[src/rtl/env_mult.sv]
// Serial MSB-first shift-add multiplier scaling a signed voice sample by an unsigned envelope level.
// Fixed ENV_W+2 cycle turnaround; requests while busy are dropped, not queued.
module env_mult #(
  parameter int WAVE_W = 12,
  parameter int ENV_W  = 8
) (
  input  logic              clk_i,
  input  logic              rst_i,
  input  logic              start_i,
  input  logic [WAVE_W-1:0] wave_i,
  input  logic [ENV_W-1:0]  env_i,
  output logic              busy_o,
  output logic              ready_o,
  output logic [WAVE_W-1:0] product_o
);

  localparam int AW = WAVE_W + ENV_W;
  localparam int CW = $clog2(ENV_W) + 1;

  localparam logic [1:0] S_IDLE = 2'd0;
  localparam logic [1:0] S_BUSY = 2'd1;
  localparam logic [1:0] S_DONE = 2'd2;

  logic [1:0]        state_q, state_d;
  logic [AW-1:0]     acc_q, acc_d;
  logic [CW-1:0]     cnt_q, cnt_d;
  logic [WAVE_W-1:0] wave_q, wave_d;
  logic [ENV_W-1:0]  env_q, env_d;
  logic [WAVE_W-1:0] product_q, product_d;

  logic [AW-1:0]     addend;
  logic [AW-1:0]     acc_next;
  logic              last_iter;

  always_comb begin
    state_d   = state_q;
    acc_d     = acc_q;
    cnt_d     = cnt_q;
    wave_d    = wave_q;
    env_d     = env_q;
    product_d = product_q;

    // env_q is shifted left each iteration so its MSB is always the bit in play
    addend    = env_q[ENV_W-1] ? {{ENV_W{wave_q[WAVE_W-1]}}, wave_q} : '0;
    acc_next  = {acc_q[AW-2:0], 1'b0} + addend;
    last_iter = (cnt_q == CW'(ENV_W - 1));

    case (state_q)
      S_IDLE: begin
        if (start_i) begin
          wave_d  = wave_i;
          env_d   = env_i;
          acc_d   = '0;
          cnt_d   = '0;
          state_d = S_BUSY;
        end
      end
      S_BUSY: begin
        acc_d = acc_next;
        env_d = {env_q[ENV_W-2:0], 1'b0};
        cnt_d = cnt_q + CW'(1);
        if (last_iter) begin
          product_d = acc_next[AW-1:ENV_W];
          state_d   = S_DONE;
        end
      end
      S_DONE:  state_d = S_IDLE;
      default: state_d = S_IDLE;
    endcase
  end

  always_ff @(posedge clk_i or posedge rst_i) begin
    if (rst_i) begin
      state_q   <= S_IDLE;
      acc_q     <= '0;
      cnt_q     <= '0;
      wave_q    <= '0;
      env_q     <= '0;
      product_q <= '0;
    end else begin
      state_q   <= state_d;
      acc_q     <= acc_d;
      cnt_q     <= cnt_d;
      wave_q    <= wave_d;
      env_q     <= env_d;
      product_q <= product_d;
    end
  end

  assign busy_o    = (state_q != S_IDLE);
  assign ready_o   = (state_q == S_DONE);
  assign product_o = product_q;

endmodule

[config.mk]
export PLATFORM = sky130hd
export DESIGN_NAME = env_mult
export DESIGN_NICKNAME = d
export VERILOG_FILES = /design/src/rtl/env_mult.sv
export SDC_FILE = /design/constraint.sdc
export NUM_CORES = 1
export LEC_CHECK = 0
export ABC_AREA = 1
export CAP_MARGIN = 30
export CELL_PAD_IN_SITES_DETAIL_PLACEMENT = 0
export CELL_PAD_IN_SITES_GLOBAL_PLACEMENT = 2
export CORE_UTILIZATION = 30
export CTS_CLUSTER_SIZE = 24
export DETAILED_ROUTE_END_ITERATION = 10
export PLACE_DENSITY = 0.7
export SLEW_MARGIN = 20
export SYNTH_ARGS = -nofsm -noshare
export SYNTH_HDL_FRONTEND = slang
export SYNTH_SLANG_ARGS = --single-unit
[constraint.sdc]
create_clock -name clk_i -period 3.7 [get_ports clk_i]
set_clock_uncertainty 0.1 [all_clocks]
set_input_delay 1.11 -clock clk_i [delete_from_list [all_inputs] [get_ports clk_i]]
set_output_delay 1.11 -clock clk_i [all_outputs]
set_load 0.03 [all_outputs]
# ---- Word-level counts from Yosys, hierarchy flattened
# Index checks and enable logic that the tools add are counted.
dict set report totals {
  regBits 57
  elab_cells 30
}
dict set report classes {
  n_mux 10
  addsub 2
  n_eq_ne 5
  n_reduce_logical 7
}
# cell count
set op_table {}
lappend op_table {{case mux 19 bit (2 select lines)} 1}
lappend op_table {{adder 20 bit} 1}
lappend op_table {{2-to-1 mux 20 bit} 1}
lappend op_table {{2-to-1 mux 19 bit} 1}
lappend op_table {{case mux 8 bit (2 select lines)} 1}
lappend op_table {{2-to-1 mux 8 bit} 1}
lappend op_table {{case mux 4 bit (2 select lines)} 1}
lappend op_table {{AND reduction 2 bit} 4}
lappend op_table {{adder 4 x 1 -> 4 bit (second input constant)} 1}
lappend op_table {{equality test 4 x 3 -> 1 bit (second input constant)} 1}
lappend op_table {{2-to-1 mux 2 bit} 2}
lappend op_table {{2-to-1 mux 4 bit} 1}
lappend op_table {{inequality test 2 bit (second input constant)} 2}
lappend op_table {{case mux 2 bit (2 select lines)} 1}
lappend op_table {{nonzero test 2 bit} 2}
lappend op_table {{equality test 2 x 1 -> 1 bit (second input constant)} 1}
lappend op_table {{equality test 2 bit (second input constant)} 1}
lappend op_table {{logical NOT 2 bit} 1}

# ---- Logic depth before layout (Yosys ltp)
# Gate-level depths: netlist of run 1.
dict set report depth {
  depth_word 3
  ltp_mapped 16
  mapped_depth_nobuf 15
}

# ---- Worst setup path after synthesis of run 1
# OpenSTA, ideal clock, no wires.
dict set report synth_path {
  kind {flip-flop to flip-flop}
  from {reg env_q[7]}
  to {reg acc_q[9]}
  setup_time_ps 117
  path_slack_ps 1553
  path_stages_with_launch 13
  t_arrival_ps 1929
  n_path_buf 1
  required_ps 3483
  path_cell_list {dfrtp_1 > clkbuf_1 > nand2_1 > inv_1 > ha_1 > fa_1 > nand2_1 > nand3_1 > nand2_2 > o21ai_2 > or2_1 > nand3_1 > nand2_1}
}
dict set report synth_via {
  elab_chain_cells 3
}
# item line_no
set synth_rtl {}
lappend synth_rtl {{from (decl)} 28} ;# logic [ENV_W-1:0] env_q, env_d;
lappend synth_rtl {{from (signal assigned)} 85} ;# env_q <= env_d;
lappend synth_rtl {{2-to-1 mux 20 bit} 44} ;# addend = env_q[ENV_W-1] ? {{ENV_W{wave_q[WAVE_W-1]}}, wave_q} : '0;
lappend synth_rtl {{adder 20 bit} 45} ;# acc_next = {acc_q[AW-2:0], 1'b0} + addend;
lappend synth_rtl {{case mux 19 bit (2 select lines)} 48} ;# case (state_q)
lappend synth_rtl {{to (signal assigned)} 75} ;# acc_q <= '0;
lappend synth_rtl {{to (signal assigned)} 82} ;# acc_q <= acc_d;
lappend synth_rtl {{to (decl)} 25} ;# logic [AW-1:0] acc_q, acc_d;
# Every way passes these cells.
# A chain may end at the register's enable or synchronous reset.

# ---- Worst setup path after layout of run 1
dict set report layout_path {
  from {reg state_q[1]}
  to {out ready_o}
}
dict set report layout_via {
  elab_chain_cells 1
}
# item line_no
set layout_rtl {}
lappend layout_rtl {{from (decl)} 24} ;# logic [1:0] state_q, state_d;
lappend layout_rtl {{from (signal assigned)} 81} ;# state_q <= state_d;
lappend layout_rtl {{equality test 2 bit} 91} ;# assign ready_o = (state_q == S_DONE);
lappend layout_rtl {{to (decl)} 13} ;# output logic ready_o,
# Every way passes these cells.

==> impl.org, run 1 <==
** Run status
- Result of the run :: finished, final reports clean

** Placed design
- Buffers placed on the I/O ports in this run total 36.
- Detailed placement ended at an HPWL of 6260 microns.
- The congestion estimate from routability-driven global placement came to 0.835.
- Number of placed cells counting well taps :: 585

** Floorplan
- The initial utilization of the core area, before any placement, comes to 30.8%.
- Count of pins on the block boundary :: 37
- Die area :: 11,500 sq um
- Die width :: 107 microns
- Die boundary height :: 107 microns
- After floorplanning, the core was sized to cover 10,800 sq um.
- The floorplan has 38 rows.

** Detailed routing
- The final route contains 2,784 vias.
- Detail Route Antenna Nets :: 0
- Final routed wire length divided by cell count :: 14.0 microns
- Using the TritonRoute via totals, the vias-per-cell ratio works out to 4.63.
- The first detailed-routing pass ran for 4 iterations.
- In the routed design, unresolved DRC markers number 0.
- Routed wire length :: 8400 microns
- Violation count after the first detailed-route iteration :: 157

** Power
- IR analysis of the VDD net gives a maximum drop of 0.366 mV.
- The analysis attributes to cell leakage a power of 2.04 nW.
- Relative contribution of sequential cells to total power :: 27.4%
- Logic gate share of total power :: 59.9%
- Net switching is 49.4% of the power.
- The design draws 4.17 mW.
- Int Power :: 2.11 mW
- In this run the power spent charging and discharging nets is 2.06 mW.
- Share of power burned in the clock network :: 12.7%
- In this run the power density over the cells is 1040 nW/um^2.

** Global routing
- GRT overflow :: 0
- Global-route wire length before repair :: 14,300 microns
- Vias in the first global route :: 2,905
- The number of antenna violations at the first check in global routing is 0.
- Entering global routing, the biggest net connects 35 pins.
- Across every metal layer, demand over resource in global routing totals 16.4%.

** Yosys
- Sequential area share after synthesis :: 42.8%
- Area fraction of the dominant cell type after synthesis :: 42.8%
- Post-synthesis cell count :: 417
- Seq cells post-synth :: 57
- Netlist area before placement :: 3330 sq um
- Yosys printed 0 warnings.
- Yosys attributes the largest share of cell area to sky130_fd_sc_hd__dfrtp_1 (43%), sky130_fd_sc_hd__nand2_1 (15%), sky130_fd_sc_hd__ha_1 (7.1%).
- The average instance in the mapped netlist occupies 8.00 sq um.
- Count of distinct cell types in the synthesized netlist :: 37
- Summed over all instances, the cell type with the most area after synthesis is sky130_fd_sc_hd__dfrtp_1.
- Counting every net in the synthesized netlist gives 460.

** Clock network
- Clock root buffer :: sky130_fd_sc_hd__clkbuf_8
- Clock slew at the register clock pins of the worst setup and hold paths :: 0.07 ns
- TritonCTS built the clock tree.
- In this run the post-CTS setup repair buffer count came out at 0.
- Inserted Clock Buffers :: 9
- After clock tree synthesis, the repair step resized 0 gates.
- Num Clock Sinks :: 57
- Max clock buf depth :: 2
- The later pin in the worst-skew pair is clocked with a latency of 0.34 ns.
- The H-tree was split into 3 levels.
- The number of hold buffers added after CTS was 0.

** Critical path
- WP data required :: 2.49 ns
- STA classifies the critical path startpoint as a flip-flop.
- Data arrives at the worst endpoint at 1.67 ns.
- Worst Path Max Fanout :: 3
- In this run the worst setup path begins at state_q[1].
- The startpoint identified for the worst register-to-register timing path is env_q[7].
- Critical setup path kind :: reg2out
- STA classifies the critical path endpoint as an output port.

** Finish
- Post-synthesis to final-layout area growth :: 19.8%
- The repair_antennas step left the layout with diodes totalling 0.
- Non-filler instance count after layout :: 601
- Ratio of cells with drive above 1 in the final layout :: 7.81%
- Nets :: 499

** STA
- Min Hold Slack :: 0.382 ns
- The number of slew-limit violations in the final report is 0.
- Final-report setup violation count :: 0
- The worst path needs 2.88 ns of the cycle, external delays included.
- Setup repair after global routing missed its margin :: no
- Achievable clock frequency :: 0.348 GHz
- Headroom to the max-slew limit :: 62.0%
- The worst path uses 77.8% of the clock period.
- After routing, the total negative slack on setup checks comes to 0 ns.
- Number of failing hold endpoints at the final stage :: 0
- Slew at the pin with the worst max-slew slack :: 0.570 ns

** Flow run
- Max-cap violations in this run came to 0.

** Min path
- The worst hold path begins at cnt_q[3].
- The min-delay analysis places its worst path in the category reg2reg.
[kinds of logic after synthesis]
kind of cell	after synthesis	synth area share [%]
and+or+nand+nor	211	27.4
xor gates and xnor gates	4	1.05
AOI/OAI and AO/OA	54	9.19
muxes	13	4.35
DFF	57	42.8
buffers and inverters	58	7.47
adders and majority gates	20	7.73
[cells in the mapped netlist]
master,number
sky130_fd_sc_hd__a21oi_1,25
sky130_fd_sc_hd__a22o_1,3
sky130_fd_sc_hd__a32o_1,2
sky130_fd_sc_hd__and2_1,2
sky130_fd_sc_hd__buf_2,5
sky130_fd_sc_hd__buf_4,2
sky130_fd_sc_hd__buf_6,2
sky130_fd_sc_hd__clkbuf_1,1
sky130_fd_sc_hd__dfrtp_1,57
sky130_fd_sc_hd__fa_1,1
sky130_fd_sc_hd__ha_1,19
sky130_fd_sc_hd__inv_1,44
sky130_fd_sc_hd__inv_2,3
sky130_fd_sc_hd__inv_4,1
sky130_fd_sc_hd__mux2_1,8
sky130_fd_sc_hd__mux2_2,4
sky130_fd_sc_hd__mux2i_1,1
sky130_fd_sc_hd__nand2_1,137
sky130_fd_sc_hd__nand2_2,3
sky130_fd_sc_hd__nand3_1,33
sky130_fd_sc_hd__nand3_2,2
sky130_fd_sc_hd__nand3b_1,5
sky130_fd_sc_hd__nand4_1,1
sky130_fd_sc_hd__nor2_1,21
sky130_fd_sc_hd__nor2_2,1
sky130_fd_sc_hd__nor2_4,1
sky130_fd_sc_hd__nor2_8,1
sky130_fd_sc_hd__nor3_1,1
sky130_fd_sc_hd__nor4_1,1
sky130_fd_sc_hd__o21ai_0,13
sky130_fd_sc_hd__o21ai_1,2
sky130_fd_sc_hd__o21ai_2,1
sky130_fd_sc_hd__o21bai_1,1
sky130_fd_sc_hd__o22ai_1,7
sky130_fd_sc_hd__or2_1,2
sky130_fd_sc_hd__xnor2_1,1
sky130_fd_sc_hd__xor2_1,3
[state kept, by name, indices dropped and copies added (netlist names)]
name       cells
acc_q         19
wave_q        12
product_o     12
env_q          8
state_q        2
cnt_q          4
[path summary, 6_finish.rpt]
| kind | cells past startpoint | to | slack, ns |
|---|---|---|---|
| min in group asynchronous | 2 | product_o[6] | 0.85 |
| max in group asynchronous | 3 | wave_q[0] | 2.02 |
| worst max-delay path | 3 | ready_o | 0.82 |
| worst max register to register | 9 | product_o[8] | 1.08 |
| worst min-delay path | 1 | cnt_q[3] | 0.38 |
| worst min register to register | 1 | cnt_q[3] | 0.38 |
[layout make-up]
cell class / count / area (sq um)
inverters: 48 / 183
multi-input cells: 302 / 1660
repair buffers: 38 / 375
well taps: 140 / 175
clock buffers: 9 / 124
flip-flops and latches: 57 / 1430
fillers: 1164 / 6840
clock inverters: 7 / 53.8
[worst max-delay path, cell delays in order, from the launching register on]
cell and delay (ns):
sky130_fd_sc_hd__dfrtp_1 0.49, sky130_fd_sc_hd__inv_1 0.06, sky130_fd_sc_hd__nor2_1 0.09, sky130_fd_sc_hd__clkdlybuf4s50_1 0.68
[power groups by stage]
| stage | registers, mW | logic, mW | clock network [mW] |
|---|---|---|---|
| 6_report | 1.14 | 2.50 | 0.530 |
| 5_1_grt | 1.19 | 2.85 | 0.578 |
| 4_1_cts | 1.15 | 2.52 | 0.557 |
| 3_5_place_dp | 1.15 | 2.51 | 0 |
| 3_3_place_gp | 1.15 | 2.50 | 0 |
| 2_1_floorplan | 1.21 | 1.79 | 0 |
[per-layer routing]
| layer | vias up | GRT usage (%) | wire length (microns) |
|---|---|---|---|
| met3 | 7 | 2.48 | 203 |
| met4 | 0 | 6.16 | 91 |
| met2 | 37 | 25.3 | 3550 |
| met1 | 1303 | 23.2 | 4550 |
| met5 | - | 0 | 0 |
| li1 | 1437 | - | - |
[per-stage QoR]
step / cell area (sq um) / utilization (%) / setup slack [ns]
after floorplan: 3330 / - / 1.09
after global placement: 3820 / 35.2 / 0.727
after detailed placement: 3820 / 35.2 / 0.686
after CTS: 4000 / 36.9 / 0.795
after global routing: 4000 / 36.9 / 0.741
final: 4000 / 36.9 / 0.823
[cells in the final DEF, fill, tap and decap left out, types with 9 or more instances in the layout]
master	netlist	final
sky130_fd_sc_hd__nand2_1	137	137
sky130_fd_sc_hd__dfrtp_1	57	57
sky130_fd_sc_hd__inv_1	44	43
sky130_fd_sc_hd__clkdlybuf4s50_1	0	36
sky130_fd_sc_hd__nand3_1	33	33
sky130_fd_sc_hd__a21oi_1	25	25
sky130_fd_sc_hd__nor2_1	21	21
sky130_fd_sc_hd__ha_1	19	19
sky130_fd_sc_hd__o21ai_0	13	13
sky130_fd_sc_hd__clkbuf_8	0	9
Note: power is estimated with default switching activity, not from simulation.
==> inputs of run 2 (changes only) <==
PLACE_DENSITY = 0.72   (was 0.7)
clock period = 2.5 ns   (was 3.7 ns; I/O delays follow)
==> run 2 against run 1 <==
Net effect: clock power is 75% higher; worst setup slack got worse by 0.65 ns; critical path depth up 8; flip-flop and latch count unchanged; non-clock buffer count up 6; largest cell class unchanged; count of clock-buffer cells in the layout rose by 3; global-route usage is 0.38 points higher; register-to-register slack got worse by 0.91 ns; die area did not move.
==> impl.org, run 2 (synthesized netlist as in run 1, its figures left out) <==
** Global routing
- In the global route stage, met2 resource usage came out at 26.1%.
- Largest net degree at the start of global routing :: 58
- The via count of the first global-routing pass is 2,839.
- Number of antenna violations at the first check in global routing :: 0
- Global-route wire length before repair :: 14,400 microns
- Gr busiest metal :: met2
- Summed over all layers, the global routing overflow is 0.
- Global routing consumed, on the met3 layer, 3.75% of the routing resources.
- GRT Util Overall :: 16.8%
- Met1 usage :: 22.3%

** Clock network
- Clock network latency to the later pin of the worst-skew pair :: 0.35 ns
- Count of H-tree levels built during CTS :: 3
- Clock tree from TritonCTS :: yes
- Num Clock Sinks :: 57
- For this design, the CTS-stage hold fixing added 0 buffers.
- Clock slew at the register clock pins of the worst setup and hold paths :: 0.07 ns
- Counting the buffers created by CTS gives 9.
- In this run the deepest clock path goes through 2 buffers.
- The root buffer cell chosen for the clock tree is sky130_fd_sc_hd__clkbuf_8.

** Critical path
- Cell family contributing the most delay on the critical path :: simple AND/OR/NAND/NOR gates
- The critical path goes through nand2_1, inv_1, ha_1, fa_1, nand2_1, nand3_1, nand2_2, o21ai_2, or2_1, nand3_1, nand2_1.
- WP data required :: 2.65 ns
- The worst setup path is captured at a flip-flop.
- The number of buffers and inverters on the critical path is 1.
- Highest-delay cell along the critical path :: sky130_fd_sc_hd__dfrtp_2
- Worst Path Max Fanout :: 12
- Crit path launch type :: flip-flop
- The worst setup path is of the reg2reg kind.
- For this run, the slowest stage of the critical path takes 0.49 ns.
- Most prevalent standard cell on the critical path :: sky130_fd_sc_hd__nand2_1
- Data arrival at the endpoint of the critical path :: 2.47 ns

** STA
- Min Hold Slack :: 0.372 ns
- The worst pin sits at a relative slew slack of 75.0%.
- Slew at the pin with the worst max-slew slack :: 0.372 ns
- Dividing the final minimum period by the clock period gives 93.0%.
- For this run, the top clock speed supported by timing is 0.430 GHz.
- Counting I/O delays and the setup requirement, the final critical path takes 2.33 ns.
- Setup violations remaining at the end of the flow were counted as 0.
- The final hold violation count came to 0.
- The number of slew-limit violations in the final report is 0.
- Post-route worst setup slack :: 0.174 ns
- Accumulated negative setup slack :: 0 ns

** Finish
- Utilization after layout :: 37.8%
- The finished cells cover 4090 sq um.
- The net count of the finished layout is 505.
- Register with the most flip-flops :: acc_q
- Leading cell type in the layout, fill and taps excluded :: sky130_fd_sc_hd__nand2_1
- Ratio of cells with drive above 1 in the final layout :: 9.21%
- Layout filler cell count :: 1,181
- Antenna cell count :: 0
- Number of flip-flops in the largest register :: 19
- Post-synthesis to final-layout area growth :: 22.8%
- The top cell types in the final layout, fill and taps aside, are sky130_fd_sc_hd__nand2_1 (137), sky130_fd_sc_hd__dfrtp_1 (56), sky130_fd_sc_hd__inv_1 (42).

** Power
- The internal portion of the total power is 3.36 mW.
- Logic gate share of total power :: 58.9%
- Registers are responsible for 26.6% of the overall power.
- PwrDens :: 1570 nW/um^2
- The analysis attributes to cell leakage a power of 2.10 nW.
- VDD IR-drop max :: 0.563 mV
- Share of power burned in the clock network :: 14.5%
- Net switching power of the design :: 3.06 mW
- Net switching is 47.7% of the power.

** Floorplan
- Die boundary height :: 107 microns
- Die width :: 107 microns
- Die area :: 11,500 sq um
- Count of pins on the block boundary :: 37
- Area of the core :: 10,800 sq um
- For this configuration, the core starts out at a cell density of 30.8%.
- The floorplan has 38 rows.

** Detailed routing
- The final route contains 2,809 vias.
- Violation count after the first detailed-route iteration :: 166
- Routed wire length :: 8540 microns
- After detailed routing, the number of vias per cell comes to 4.63.
- The detail route stage leaves a number of antenna-violating nets equal to 0.
- For this run, design rule violations remaining after detail routing come to 0.
- Number of search-and-repair iterations in the first detailed-routing pass :: 5
- Final routed wire length divided by cell count :: 14.1 microns

** Placed design
- Placed standard-cell area :: 3870 sq um
- Global placement routability congestion :: 0.838
- PortBufs :: 36
- At the placement stage, the worst setup path has a slack of 0.000388 ns.
- Detailed placement finished with a half-perimeter wire length of 6300 microns.

** Run status
- The flow ran to the end, and the final reports show no timing, DRC or antenna violations.

** Flow run
- Across the run, the number of max-cap violations was 0.

** Min path
- The worst hold path belongs to the class reg2reg.
[run 2: changes by cell type in the layout (fill, tap and decap cells not counted), sizes merged]
cell	delta
clkinvlp	-2
dlygate4sd2	+2
clkbuf	+3
buf	+6
clkdlybuf4s50	-2
bufinv	+1
inv	-2
[run 2: power by group through the flow]
stage	clock network [mW]	registers (mW)	logic (mW)
floorplan	0	1.80	2.65
global placement	0	1.74	3.82
detailed placement	0	1.72	3.81
CTS	0.952	1.72	3.81
global route	0.991	1.77	4.31
finish	0.929	1.71	3.78
[run 2: through the flow]
step / std cells / power, mW
after floorplan: 417 / 4.45
after global placement: 589 / 5.57
after detailed placement: 589 / 5.53
after CTS: 605 / 6.48
after global routing: 607 / 7.07
final: 607 / 6.42
[run 2: worst paths after layout]
check	cells past startpoint	slack, ns	endpoint	start
max	11	0.17	product_o[1]	env_q[7]
min reg2reg	1	0.37	cnt_q[3]	cnt_q[3]
min in group asynchronous	3	0.66	product_o[9]	rst_i
min	1	0.37	cnt_q[3]	cnt_q[3]
max reg2reg	11	0.17	product_o[1]	env_q[7]
max in group asynchronous	3	1.35	env_q[7]	rst_i
[run 2: worst reg2reg max path, stage by stage, from the launching register on]
cell and delay, ns:
sky130_fd_sc_hd__dfrtp_2 0.49, sky130_fd_sc_hd__nand2_1 0.09, sky130_fd_sc_hd__inv_1 0.04, sky130_fd_sc_hd__ha_1 0.25
sky130_fd_sc_hd__fa_1 0.45, sky130_fd_sc_hd__nand2_1 0.11, sky130_fd_sc_hd__nand3_1 0.09, sky130_fd_sc_hd__nand2_2 0.11
sky130_fd_sc_hd__o21ai_2 0.11, sky130_fd_sc_hd__or2_1 0.24, sky130_fd_sc_hd__nand3_1 0.09, sky130_fd_sc_hd__nand2_1 0.05
[run 2: repair_timing]
item	in CTS	in global routing
setup buffers	0	2
gates resized for setup	3	1
endpoints found under the setup margin	3	7
[run 2: final cells by class]
| type | count | area [sq um] | area share, % |
|---|---|---|---|
| inverters | 48 | 183 | 4.46 |
| well taps | 140 | 175 | 4.28 |
| multi-input cells | 302 | 1660 | 40.5 |
| flip-flops and latches | 57 | 1430 | 34.9 |
| repair buffers | 44 | 443 | 10.8 |
| clock inverters | 4 | 51.3 | 1.25 |
| clock buffers | 12 | 155 | 3.79 |
[run 2: per-layer routing]
metal / up-vias / part of all wire (%) / routed length [microns]
met1: 1301 / 50 / 4250
met2: 47 / 45 / 3800
met3: 10 / 4.3 / 370
met4: 0 / 1.4 / 117
li1: 1451 / - / -
met5: - / 0 / 0
